**src/rtl/sdiv_param_ctrl.sv**
```systemverilog
// Sequential restoring divider: 2N-bit dividend / N-bit divisor.
// Signed or unsigned operands, divide-by-zero and overflow flags, a
// Start/Ready/Done handshake and an operand latch. Controller, iteration
// counter and datapath live together in this one module.
module sdiv_param_ctrl #(
   parameter int N     = 4,
   parameter int CNT_W = 3
) (
   input  logic             clk,
   input  logic             reset,
   input  logic             Start,
   input  logic             SignedMode,
   input  logic [2*N-1:0]   word1,
   input  logic [N-1:0]     word2,
   output logic [N-1:0]     quotient,
   output logic [N-1:0]     remainder,
   output logic             Ready,
   output logic             Done,
   output logic             DivZero,
   output logic             Overflow,
   output logic [2:0]       state
);

   typedef enum logic [2:0] {
      S_IDLE  = 3'd0,
      S_CHECK = 3'd1,
      S_ITER  = 3'd2,
      S_FIX   = 3'd3,
      S_DONE  = 3'd4
   } state_t;

   // Largest representable positive and negative quotient magnitudes in signed mode
   localparam logic [N-1:0] Q_POS_MAX = {1'b0, {(N-1){1'b1}}};
   localparam logic [N-1:0] Q_NEG_MAX = {1'b1, {(N-1){1'b0}}};
   localparam logic [CNT_W-1:0] CNT_LAST = CNT_W'(N-1);

   // Magnitude of the dividend; raw value in unsigned mode
   function automatic logic [2*N-1:0] mag_dvd(input logic [2*N-1:0] v, input logic sm);
      return (sm && v[2*N-1]) ? -v : v;
   endfunction

   // Magnitude of the divisor; raw value in unsigned mode
   function automatic logic [N-1:0] mag_dvs(input logic [N-1:0] v, input logic sm);
      return (sm && v[N-1]) ? -v : v;
   endfunction

   // Conditional two's-complement negation of an N-bit result
   function automatic logic [N-1:0] apply_sign(input logic [N-1:0] v, input logic neg);
      return neg ? -v : v;
   endfunction

   state_t             state_q, state_d;
   logic [2*N-1:0]     dvd_q, dvd_d;
   logic [N-1:0]       dvs_q, dvs_d;
   logic               smode_q, smode_d;
   logic [2*N-1:0]     rq_q, rq_d;
   logic [CNT_W-1:0]   cnt_q, cnt_d;
   logic [N-1:0]       quo_q, quo_d;
   logic [N-1:0]       rem_q, rem_d;
   logic               dz_q, dz_d;
   logic               ov_q, ov_d;

   logic [2*N-1:0]     dvd_mag;
   logic [N-1:0]       dvs_mag;
   logic [N:0]         trial_hi;
   logic [N-1:0]       trial_diff;
   logic [N-1:0]       q_mag;
   logic [N-1:0]       r_mag;
   logic               neg_q;
   logic               neg_r;
   logic               sgn_ovf;

   // Next-state, datapath and result computation for every FSM state
   always_comb begin
      state_d = state_q;
      dvd_d   = dvd_q;
      dvs_d   = dvs_q;
      smode_d = smode_q;
      rq_d    = rq_q;
      cnt_d   = cnt_q;
      quo_d   = quo_q;
      rem_d   = rem_q;
      dz_d    = dz_q;
      ov_d    = ov_q;

      dvd_mag    = mag_dvd(dvd_q, smode_q);
      dvs_mag    = mag_dvs(dvs_q, smode_q);
      // Shifted partial remainder is N+1 bits wide; the difference fits N bits when it is kept
      trial_hi   = rq_q[2*N-1:N-1];
      trial_diff = trial_hi[N-1:0] - dvs_mag;
      q_mag      = rq_q[N-1:0];
      r_mag      = rq_q[2*N-1:N];
      neg_q      = smode_q & (dvd_q[2*N-1] ^ dvs_q[N-1]);
      neg_r      = smode_q & dvd_q[2*N-1];
      sgn_ovf    = neg_q ? (q_mag > Q_NEG_MAX) : (q_mag > Q_POS_MAX);

      case (state_q)
         S_IDLE: begin
            if (Start) begin
               dvd_d   = word1;
               dvs_d   = word2;
               smode_d = SignedMode;
               dz_d    = 1'b0;
               ov_d    = 1'b0;
               state_d = S_CHECK;
            end
         end
         S_CHECK: begin
            if (dvs_q == '0) begin
               dz_d    = 1'b1;
               quo_d   = '1;
               rem_d   = dvd_q[N-1:0];
               state_d = S_DONE;
            end else if (dvd_mag[2*N-1:N] >= dvs_mag) begin
               ov_d    = 1'b1;
               quo_d   = '0;
               rem_d   = '0;
               state_d = S_DONE;
            end else begin
               rq_d    = dvd_mag;
               cnt_d   = '0;
               state_d = S_ITER;
            end
         end
         S_ITER: begin
            if (trial_hi >= {1'b0, dvs_mag}) begin
               rq_d = {trial_diff, rq_q[N-2:0], 1'b1};
            end else begin
               rq_d = {rq_q[2*N-2:0], 1'b0};
            end
            cnt_d = cnt_q + 1'b1;
            if (cnt_q == CNT_LAST) begin
               state_d = S_FIX;
            end
         end
         S_FIX: begin
            if (smode_q && sgn_ovf) begin
               ov_d  = 1'b1;
               quo_d = '0;
               rem_d = '0;
            end else begin
               quo_d = apply_sign(q_mag, neg_q);
               rem_d = apply_sign(r_mag, neg_r);
            end
            state_d = S_DONE;
         end
         S_DONE: begin
            state_d = S_IDLE;
         end
         default: begin
            state_d = S_IDLE;
         end
      endcase
   end

   // State and datapath registers; reset clears everything and returns to IDLE
   always_ff @(posedge clk) begin
      if (reset) begin
         state_q <= S_IDLE;
         dvd_q   <= '0;
         dvs_q   <= '0;
         smode_q <= 1'b0;
         rq_q    <= '0;
         cnt_q   <= '0;
         quo_q   <= '0;
         rem_q   <= '0;
         dz_q    <= 1'b0;
         ov_q    <= 1'b0;
      end else begin
         state_q <= state_d;
         dvd_q   <= dvd_d;
         dvs_q   <= dvs_d;
         smode_q <= smode_d;
         rq_q    <= rq_d;
         cnt_q   <= cnt_d;
         quo_q   <= quo_d;
         rem_q   <= rem_d;
         dz_q    <= dz_d;
         ov_q    <= ov_d;
      end
   end

   assign quotient  = quo_q;
   assign remainder = rem_q;
   assign DivZero   = dz_q;
   assign Overflow  = ov_q;
   assign Ready     = (state_q == S_IDLE);
   assign Done      = (state_q == S_DONE);
   assign state     = state_q;

endmodule

```
**config.mk**
```make
export PLATFORM = sky130hd
export DESIGN_NAME = sdiv_param_ctrl
export DESIGN_NICKNAME = d
export VERILOG_FILES = /design/src/rtl/sdiv_param_ctrl.sv
export SDC_FILE = /design/constraint.sdc
export NUM_CORES = 1
export LEC_CHECK = 0
export BUFFER_PORTS_ARGS = -buffer_cell sky130_fd_sc_hd__buf_2
export CAP_MARGIN = 20
export CORE_MARGIN = 2
export CORE_UTILIZATION = 31
export CTS_CLUSTER_DIAMETER = 150
export CTS_CLUSTER_SIZE = 25
export DETAILED_ROUTE_END_ITERATION = 10
export PLACE_DENSITY_LB_ADDON = 0.2
export SLEW_MARGIN = 5
export SYNTH_ARGS = -nofsm -noshare
export SYNTH_HDL_FRONTEND = slang
export SYNTH_SLANG_ARGS = --single-unit
```
**constraint.sdc**
```tcl
create_clock -name clk -period 7.2 [get_ports clk]
set_input_delay 0.72 -clock clk [delete_from_list [all_inputs] [get_ports clk]]
set_output_delay 0.72 -clock clk [all_outputs]
set_load 0.005 [all_outputs]
```
### Word-level counts from Yosys, hierarchy flattened

Cells that the tools add are included.

* reductions and logical operators: 15
* bitwise operators: 3
* add/sub/neg operators: 6
* order comparisons: 4
* equal/unequal tests: 13
* mux-type cells: 31

Operators by type and width (number)
* 4-bit 2-to-1 mux: 8
* 8-bit 2-to-1 mux: 4
* 3-bit 2-to-1 mux: 6
* 4-bit case mux with 2 select lines: 2
* 8-bit case mux with 2 select lines: 1
* 2-bit inequality test (second input constant): 7
* 4-bit negation: 3
* 3-bit case mux with 4 select lines: 1
* 3-bit by 2-bit == test with 1-bit output (second input constant): 3
* 8-bit negation: 1
* 1-bit 2-to-1 mux: 6
* 3-bit case mux with 2 select lines: 1
* 2-bit AND reduction: 3
* 3-bit AND reduction: 2
* 2-bit nonzero test: 3
* 5-bit by 4-bit greater-or-equal comparator with 1-bit output: 1
* 5-bit AND reduction: 1
* 4-bit greater-or-equal comparator: 1
* 4-bit by 3-bit > comparator with 1-bit output (second input constant): 1
* 4-bit > comparator (second input constant): 1
* 4-bit logical NOT: 1
* 4-bit subtractor: 1
* 3-bit by 1-bit adder with 3-bit output (second input constant): 1
* 3-bit by 1-bit == test with 1-bit output (second input constant): 1
* other kinds (9): 12

* logic and storage cells: 82
* flip-flop bits (word level): 37
* output and inout port bits: 15
* bits of input ports: 16

### Logic depth before layout (Yosys ltp)

* depth after elaboration: 6
* depth in mapped cells: 11

### Least setup slack after synthesis

No wires, ideal clock.

* path type: reg-to-reg
* start: register dvd_q[1]
* end: register rq_q[2]
* slack: 4728 ps
* path buffers: 1
* data required time: 7058 ps
* stages on the path, launching flop included: 12
* arrival time: 2330 ps
* library setup time: 142 ps
* cells stage by stage: dfxtp_1 > inv_1 > ha_1 > a21oi_1 > xnor2_1 > ha_1 > nand2b_4 > a2111oi_4 > o21ai_1 > buf_2 > o2111ai_1 > o311ai_0

* longest elaborated chain between the ends: 5
* elaborated cells between the ends (all ways): 8

RTL lines
* start, declared: line 53 `logic [2*N-1:0] dvd_q, dvd_d;`
* start signal, assigned: line 171 `dvd_q <= dvd_d;`
* 8-bit negation *: line 39 `return (sm && v[2*N-1]) ? -v : v;`
* 8-bit 2-to-1 mux *: line 39
* 4-bit greater-or-equal comparator or 8-bit 2-to-1 mux (tied branches): line 114 `end else if (dvd_mag[2*N-1:N] >= dvs_mag) begin`
* 2-bit inequality test (no line) or 8-bit 2-to-1 mux (tied branches)
* 3-bit AND reduction (no line) or 8-bit case mux with 2 select lines (tied branches)
* end signal, assigned: line 174 `rq_q <= rq_d;`
* end, declared: line 56 `logic [2*N-1:0] rq_q, rq_d;`

Every way passes the cells marked *; elsewhere a longest branch is shown, timed or not. The select of a mux whose other input is x is not followed.
A chain may end at the register's enable or synchronous reset.

### Worst setup path in the final report

* start: register smode_q
* end: register cnt_q[0]

* longest elaborated chain between the ends: 5
* elaborated cells between the ends (all ways): 7

RTL lines
* start, declared: line 55 `logic smode_q, smode_d;`
* start signal, assigned: line 173 `smode_q <= smode_d;`
* 1-bit logical AND, on equally long branches: line 39, 44
* 8-bit 2-to-1 mux or 4-bit 2-to-1 mux (tied branches): line 39, 44
* 4-bit greater-or-equal comparator *: line 114
* 2-bit inequality test (no line) *
* 3-bit AND reduction (no line) *
* end signal, assigned: line 175 `cnt_q <= cnt_d;`
* end, declared: line 57 `logic [CNT_W-1:0] cnt_q, cnt_d;`

Every way passes the cells marked *; elsewhere a longest branch is shown, timed or not.

==> impl_metrics.tcl <==
set metrics [dict create \
    finalSetupViolCount 0 \
    worst-endpoint-required_ns 7.35 \
    hold_buffers 0 \
    ir_drop_mv 0.102 \
    relSlewSlack 0.518 \
    p_total_uw 562 \
    grt_max_degree 39 \
    r2r_slack_ns 4.22 \
    fp.dieArea_sq_um 8000 \
    worstHoldPathType "flip-flop to flip-flop" \
    cpPeakStageDelay_ns 0.52 \
    fin_tns_setup_ns 0 \
    grt_use_met2 0.242 \
    cts_sinks 37 \
    drv_slew 0 \
    p_leak_nw 1.02 \
    endpoint_kind "flip-flop" \
    diodes 0 \
    yosysTopAreaCell "dfxtp_1" \
    hpwl_mm 4.64 \
    syn_area_sq_um 2260 \
    drt_iter0_drc 145 \
    clk_latency_ns 0.29 \
    h-tree-depth 2 \
    yosysUniqueCellTypes 47 \
    fin_worst_skew_ns 0.00947 \
    synth-seq-area-share 0.327 \
    final_util 0.364 \
    netlist_instances 280 \
    wl_mm 6.01 \
    cts_buffer_depth 2 \
    nets 335 \
    post_cts_buffers 0 \
    ys_seq_elements 37 \
    cts_tree "built" \
    finalInstanceArea_sq_um 2610 \
    firstDrtPassIters 4 \
    routabilityCongestion 0.953 \
    max-cap-violations 0 \
    rsz0062_at_grt "false" \
    synth-edff-count 0 \
    grt.busiest_layer "met2" \
    status "complete, no violations" \
    grt_pass1_vias 1885 \
    drive_above_1_share 0.154 \
    cts_made_buffers 5 \
    portBuffers 30 \
    area_growth_pct 15.4 \
    crit_arrival_ns 3.14 \
    finalHoldViolCount 0 \
    ys_top_cells_by_area "dfxtp_1, ha_1, nand2_1" \
    cp-start-kind "flip-flop" \
    clock.fmax_mhz 335 \
    synth.avg_cell_area_sq_um 8.09 \
    wl_per_cell_um 14.9 \
    path_clk_slew_ns 0.08 \
    via_count 2113 \
    mostFrequentLayoutCell "nand2_1" \
    synth_nets 311 \
    post_dp_cell_area_sq_um 2490 \
    worstSetupPathType "flip-flop to flip-flop" \
    yosys_warnings 0 \
    use_met1 0.226 \
    num_rows 31 \
    grt_pass1_wl_mm 9.70 \
    power_density_nw_per_um2 215 \
    crit_family "compound AO/OA/AOI/OAI gates" \
    io_pins 31 \
    path_buf_inv 1 \
    finalCritPeriodShare 0.414 \
    cp_slowest_cell "dfxtp_1" \
    finalCriticalPeriod_ns 2.98 \
    crit_path_cell_trace "nand2_1, a21oi_1, xnor2_1, ha_1, nand2b_4, a2111oi_4, o21ai_1, buf_4, o21ai_0, a211oi_1" \
    max_slew.worst_pin.slew_ns 0.723 \
    grt.overflow.total 0 \
    async_flop_share 0 \
    cts_root_buf "clkbuf_8" \
    grt_use_total 0.157 \
    synth.top_cell.area_share 0.327 \
    dieHeight_um 89.5 \
    drc_errors 0 \
    ctsResizeCount 0 \
    routed_via_density 5.23 \
    grt_antenna_before_repair 0 \
    met3_usage 0.0351 \
    die_x_um 89.5 \
    ant_nets 0 \
    core_area_sq_um 7180 \
    worstPathMaxFanout 18 \
    mostFrequentLayoutCells "nand2_1, dfxtp_1, a21oi_1, buf_2, inv_1" \
    synth_flop_cell "dfxtp_1" \
    initial_utilization 0.316 \
]
## synth_stat cells (all sizes together), types with 2 or more instances
master   number
and2          2
o21a          4
dfxtp        37
o31ai         5
a211oi        7
o211ai        6
o2111ai       5
nand2        44
buf           6
o21ai         6
xor2          7
nand2b        2
nor2b         4
mux2i         5
nor3b         2
a311oi        4
a31oi         3
xnor2         5
a21oi        30
nor3         11
inv          16
nor4          3
nand4         4
nor2         15
a221oi        3
nand3         4
ha           14
o311ai        3
clkbuf       10
nand3b        2
## area by class of cell
cell class	count	area (sq um)
Clock buffer	6	82.6
Clock inverter	2	37.5
Fill cell	790	4560
Inverter	16	60.1
Multi-Input combinational cell	211	1400
Sequential cell	37	741
Tap cell	99	124
Timing Repair Buffer	33	173
## power by group
group          leakage (nW)  switching [mW]  total (mW)  internal [mW]
Clock                0.0574          0.0802       0.193          0.113
Combinational         0.657          0.0793       0.133         0.0537
Sequential            0.302          0.0169       0.236          0.219
## worst paths after layout
check	from	cells after the start	end
setup / recovery	smode_q	10	cnt_q[0]
hold / removal	Overflow	2	Overflow
setup reg to reg	smode_q	10	cnt_q[0]
hold reg to reg	Overflow	2	Overflow
## state kept, by name, summed over array words and instances, names as in the netlist
name / flops
dvd_q: 8
rq_q: 8
dvs_q: 4
quotient: 4
remainder: 4
cnt_q: 3
state: 3
DivZero: 1
Overflow: 1
smode_q: 1
## layer usage
layer | wire length, um | share of wire
met1 | 2880 | 0.48
met2 | 2670 | 0.44
met3 | 407 | 0.068
met4 | 48 | 0.0080
met5 | 0 | 0
## per-stage QoR
step	setup slack (ns)	hold slack, ns	instances
floorplan	4.73	0.444	280
global placement	4.29	0.457	396
detailed placement	4.25	0.463	396
CTS	4.23	0.477	404
global route	3.97	0.498	404
finish	4.22	0.471	404
## worst min-delay path: cells and delay by family (launching register included)
| family | cells | cell delay, ns |
|---|---|---|
| compound gates | 1 | 0.06 |
| flops | 1 | 0.32 |
| simple gates | 1 | 0.06 |
## kinds of logic after synthesis
kind of cell / Yosys count / share of synthesized area
flops: 37 / 0.327
fa+ha+maj: 15 / 0.0862
compound gates: 83 / 0.255
xor+xnor: 12 / 0.0497
buf+inv: 32 / 0.0564
simple gates: 95 / 0.199
mux: 6 / 0.0271
No activity file was read; power rests on OpenSTA's default activity.
